**src/rtl/ifu_fetch.sv**
```systemverilog
// ============================================================================
// Module   : ifu_fetch
// Brief    : Single-outstanding instruction fetch unit (WBU -> imem -> IDU).
//            Optional watchdog enabled by defining IFU_TIMEOUT_EN.
// Revision : 1.0 - initial release
// ============================================================================
`default_nettype none

module ifu_fetch #(
    parameter logic [31:0] RESET_PC       = 32'h8000_0000,
    parameter int unsigned TIMEOUT_CYCLES = 255
) (
    input  logic        clk,
    input  logic        rst_n,
    input  logic [31:0] pc,
    input  logic        WBU_valid,
    output logic        IFU_ready,
    output logic        imem_arvalid,
    output logic [31:0] imem_araddr,
    input  logic        imem_arready,
    input  logic        imem_rvalid,
    input  logic [31:0] imem_rdata,
    input  logic [1:0]  imem_rresp,
    output logic        imem_rready,
    output logic        IFU_valid,
    input  logic        IDU_ready,
    output logic [31:0] inst,
    output logic [31:0] inst_pc,
    output logic        fetch_fault
);

    localparam logic [2:0] ST_BOOT = 3'd0;
    localparam logic [2:0] ST_IDLE = 3'd1;
    localparam logic [2:0] ST_ADDR = 3'd2;
    localparam logic [2:0] ST_DATA = 3'd3;
    localparam logic [2:0] ST_HOLD = 3'd4;

    logic [2:0]  state;
    logic [2:0]  state_next;
    logic [31:0] fetch_addr;
    logic        timeout;

`ifdef IFU_TIMEOUT_EN
    localparam logic [7:0] TO_LAST = 8'(TIMEOUT_CYCLES - 1);

    logic [7:0] wd_cnt;

    // Counter is held at zero outside ADDR/DATA, so every ADDR entry starts from 0.
    always_ff @(posedge clk) begin
        if (!rst_n) begin
            wd_cnt <= 8'd0;
        end else if (state == ST_ADDR || state == ST_DATA) begin
            wd_cnt <= wd_cnt + 8'd1;
        end else begin
            wd_cnt <= 8'd0;
        end
    end

    assign timeout = (state == ST_ADDR || state == ST_DATA) && (wd_cnt == TO_LAST);
`else
    logic unused_timeout_cfg;
    assign unused_timeout_cfg = ^TIMEOUT_CYCLES;
    assign timeout            = 1'b0;
`endif

    always_ff @(posedge clk) begin
        if (!rst_n) begin
            state <= ST_BOOT;
        end else begin
            state <= state_next;
        end
    end

    always_comb begin
        state_next = state;
        case (state)
            ST_BOOT: state_next = ST_ADDR;
            ST_IDLE: begin
                if (WBU_valid) begin
                    state_next = (pc[1:0] == 2'b00) ? ST_ADDR : ST_HOLD;
                end
            end
            ST_ADDR: begin
                if (timeout) begin
                    state_next = ST_HOLD;
                end else if (imem_arready) begin
                    state_next = ST_DATA;
                end
            end
            ST_DATA: begin
                if (imem_rvalid || timeout) begin
                    state_next = ST_HOLD;
                end
            end
            ST_HOLD: begin
                if (IDU_ready) begin
                    state_next = ST_IDLE;
                end
            end
            default: state_next = ST_BOOT;
        endcase
    end

    always_comb begin
        IFU_ready    = (state == ST_IDLE);
        imem_arvalid = (state == ST_ADDR);
        imem_rready  = (state == ST_DATA);
        IFU_valid    = (state == ST_HOLD);
        imem_araddr  = fetch_addr;
    end

    // Faulted fetches report inst = 0 so IDU never sees garbage bus data.
    always_ff @(posedge clk) begin
        if (!rst_n) begin
            fetch_addr  <= 32'd0;
            inst        <= 32'd0;
            inst_pc     <= 32'd0;
            fetch_fault <= 1'b0;
        end else begin
            case (state)
                ST_BOOT: fetch_addr <= RESET_PC;
                ST_IDLE: begin
                    if (WBU_valid) begin
                        fetch_addr <= pc;
                        if (pc[1:0] != 2'b00) begin
                            inst        <= 32'd0;
                            inst_pc     <= pc;
                            fetch_fault <= 1'b1;
                        end
                    end
                end
                ST_ADDR: begin
                    if (timeout) begin
                        inst        <= 32'd0;
                        inst_pc     <= fetch_addr;
                        fetch_fault <= 1'b1;
                    end
                end
                ST_DATA: begin
                    if (imem_rvalid) begin
                        inst        <= (imem_rresp != 2'b00) ? 32'd0 : imem_rdata;
                        inst_pc     <= fetch_addr;
                        fetch_fault <= (imem_rresp != 2'b00);
                    end else if (timeout) begin
                        inst        <= 32'd0;
                        inst_pc     <= fetch_addr;
                        fetch_fault <= 1'b1;
                    end
                end
                default: ;
            endcase
        end
    end

endmodule

`default_nettype wire

```
**config.mk**
```make
export PLATFORM = sky130hd
export DESIGN_NAME = ifu_fetch
export DESIGN_NICKNAME = d
export VERILOG_FILES = /design/src/rtl/ifu_fetch.sv
export SDC_FILE = /design/constraint.sdc
export NUM_CORES = 1
export LEC_CHECK = 0
export BUFFER_PORTS_ARGS = -buffer_cell sky130_fd_sc_hd__clkbuf_2
export CAP_MARGIN = 20
export CORE_MARGIN = 1.5
export CORE_UTILIZATION = 53
export CTS_CLUSTER_DIAMETER = 200
export DETAILED_ROUTE_END_ITERATION = 8
export MAX_ROUTING_LAYER = met4
export PLACE_DENSITY = 0.85
export SYNTH_ARGS = -nofsm -noshare
export SYNTH_HDL_FRONTEND = slang
export SYNTH_SLANG_ARGS = --single-unit
```
**constraint.sdc**
```tcl
create_clock -name clk -period 4.84 [get_ports clk]
set_input_delay 0.242 -clock clk [delete_from_list [all_inputs] [get_ports clk]]
set_output_delay 0.242 -clock clk [all_outputs]
set_load 0.005 [all_outputs]
```
==> metrics.txt <==
Syn Inst Count 525; YS warnings 0; Initial Util 54.0%; Worst Path Buf+Inv 3; H-tree depth 3; mapped cell area 4660 µm²; layout cells sized above 1 ~37%; Num Clock Sinks 100; Hold Buf Count CTS 0; cts bufs inserted 9; Max-slew headroom 34.6%; RSZ-0062 raised after global routing no; min cycle time layout 3.14 ns; PD cells around 430 nW/µm²; drt drc 0; Leakage 2.51 nW; clk buf depth 2; critical path type flip-flop to output pin; Vert. Die Dim 96.8 µm; Max stage delay on crit path slightly above 0.8 ns; via/cell ratio about 6.3; final worst-path cycle share between 60% and 70%; drt wl/cell 17.9 µm; setup bufs post-CTS 0; clk_skew 0.0109 ns; Synth cell types 34; post-synthesis sequential area ratio 42.9%; 1st-iter DRT viols 432; Post-synth top flop dfxtp_1; worst setup path startpoint state[0]$_SDFFE_PN0P_; Top cell by count, worst path buf_4; asr flop ratio synth 0%; vias around 4.8k; RD Place Congestion 0.811; site row count 34; worst min-delay path class input port to flip-flop; Post-Synth Adder-Cell Area 0%; CP required 4.60 ns; CP arrival 2.90 ns; Antenna Nets Post-Route 0; Core ar. about 8600 µm²; pin count of the biggest net entering global routing 100; I/O Buffers roughly 170; Hold WS around 0.12 ns; status complete, no violations; Final Instance Count excl. Fillers 754; Worst-path clk slew 0.10 ns; Worst Max-Slew Pin Slew 0.981 ns; Area Growth Syn to Fin 20.5%; initial antenna violation count 0; drt pass-1 iters 4; Util after Layout 65.1%; Post-Synth Simple-Gate Area 15.3%; crit end category output pin; FF+latch count, synth 100; Diodes inserted 0; main combinational cell family by area after synthesis compound AO/OA/AOI/OAI gates; cell count after placement 737; number of global-route vias before repair 4,392; Fmax 0.318 GHz; EDFF count, synth 0; full die area 9370 µm²; syn avg cell area 8.88 µm²; critical path peak fanout between 90 and 100; multiplexer share of the synthesized area 0.913%; Final Hold Fails 0; RR Startpoint state[1]$_SDFFE_PN0P_; HP Start imem_rdata[16]; Sum Neg Setup Slack 0 ns; crit path max-delay cell type dfxtp_1; fin nets a little over 700; Max VDD drop around 0.23 mV; Synth Area in Compound Gates 33.3%; Global Route Usage Sum 28.7%; CTS root buf clkbuf_8; clock latency on the worst-skew pair around 0.36 ns; cell family with most CP delay buffers and inverters; final setup violation count 0; gr ovfl total 0; crit path cell chain buf_4 > nor2b_4 > buf_4 > nor2b_1 > clkbuf_2; I/O pin cnt 173; final HPWL from detailed placement 8230 µm; cts repair resizes 0; max_cap viols 0; global-route wire length before repair 22,000 µm; syn_nets 597; CTS tree done; Synth Area in XOR/XNOR 0%; Routed WL 13,500 µm; Final Max Slew Viols 0; crit start category flip-flop; Die W 96.8 µm
==> worst reg2reg max path: cells and delay by family (launching register included) <==
family	cells	cell delay, ns
AO/OA/AOI/OAI	1	0.25
buffers and inverters	2	0.97
flip-flops	1	0.32
AND/OR/NAND/NOR	2	1.15
==> registers in the layout (all words and copies together) (netlist names) <==
signal,count
fetch_fault,1
imem_araddr,32
inst,32
inst_pc,32
state,3
==> area by class of cell <==
cell class / instances / area (µm²)
fillers: 742 / 3020
multi-input cells: 346 / 2330
flip-flops and latches: 100 / 2000
repair buffers: 183 / 978
well taps: 108 / 135
clock buffers: 9 / 124
clock inverters: 6 / 42.5
inverters: 2 / 7.51
==> placed cells by master, fill, tap and decap left out, drive strengths merged, types with 3 or more instances in the layout <==
| master | synthesis | routed |
|---|---|---|
| a41o | 32 | 32 |
| o21ai | 32 | 32 |
| dfxtp | 100 | 100 |
| nand2 | 65 | 65 |
| nor2b | 3 | 3 |
| clkinv | 0 | 4 |
| buf | 21 | 11 |
| a311oi | 32 | 32 |
| a31oi | 65 | 65 |
| clkbuf | 56 | 181 |
| nand3 | 32 | 32 |
| nand4 | 31 | 31 |
| a21oi | 31 | 31 |
==> report_power, final <==
group | switching [mW] | internal [mW]
Clock | 0.288 | 0.184
Sequential | 0.0813 | 0.916
Combinational | 0.644 | 0.306
==> layer usage <==
| layer | routed length (µm) | up-vias | GRT usage, % | part of all wire (%) |
|---|---|---|---|---|
| met5 | 0 | - | - | 0 |
| met4 | 148 | 0 | 8.36 | 1.1 |
| met3 | 960 | 16 | 4.55 | 7.1 |
| met2 | 6500 | 210 | 43.7 | 48 |
| met1 | 5870 | 2303 | 39.5 | 44 |
| li1 | - | 2255 | - | - |
==> logic make-up after synthesis <==
logic type,Yosys count
buffers and inverters,79
multiplexers,4
AO/OA/AOI/OAI,198
AND/OR/NAND/NOR,144
flip-flops,100
==> Yosys cell counts (2+ instances only) <==
| library cell | n | share of area (%) |
|---|---|---|
| a21oi_1 | 31 | 3.3 |
| a311oi_1 | 4 | 0.75 |
| a311oi_2 | 28 | 9.0 |
| a31oi_1 | 65 | 8.7 |
| a41o_1 | 32 | 6.9 |
| buf_1 | 4 | 0.32 |
| buf_2 | 11 | 1.2 |
| buf_6 | 5 | 1.2 |
| clkbuf_1 | 56 | 4.5 |
| dfxtp_1 | 100 | 43 |
| inv_1 | 2 | 0.16 |
| mux2_2 | 2 | 0.48 |
| mux2i_1 | 2 | 0.43 |
| nand2_1 | 65 | 5.2 |
| nand3_1 | 32 | 3.4 |
| nand4_1 | 31 | 4.2 |
| nor2_1 | 2 | 0.16 |
| nor2b_1 | 3 | 0.40 |
| nor3b_1 | 2 | 0.32 |
| nor4b_1 | 2 | 0.38 |
| o211a_1 | 2 | 0.43 |
| o21ai_0 | 32 | 3.4 |
==> metrics by stage <==
stage	power (mW)	setup slack, ns	cell area, µm²
floorplan	1.66	3.19	4660
global placement	1.89	2.08	5390
detailed placement	1.95	2.01	5420
CTS	2.42	1.72	5590
global route	2.55	1.52	5620
finish	2.42	1.70	5620
==> final timing paths <==
check                           endpoint  slack, ns  cells past startpoint
max                            IFU_ready       1.70                      5
min                inst[16]$_SDFFE_PN0P_       0.12                      2
max reg2reg     inst_pc[29]$_SDFFE_PN0P_       1.99                      5
min reg2reg  imem_araddr[7]$_SDFFE_PN0P_       0.50                      2
(Power assumes the default switching activity.)
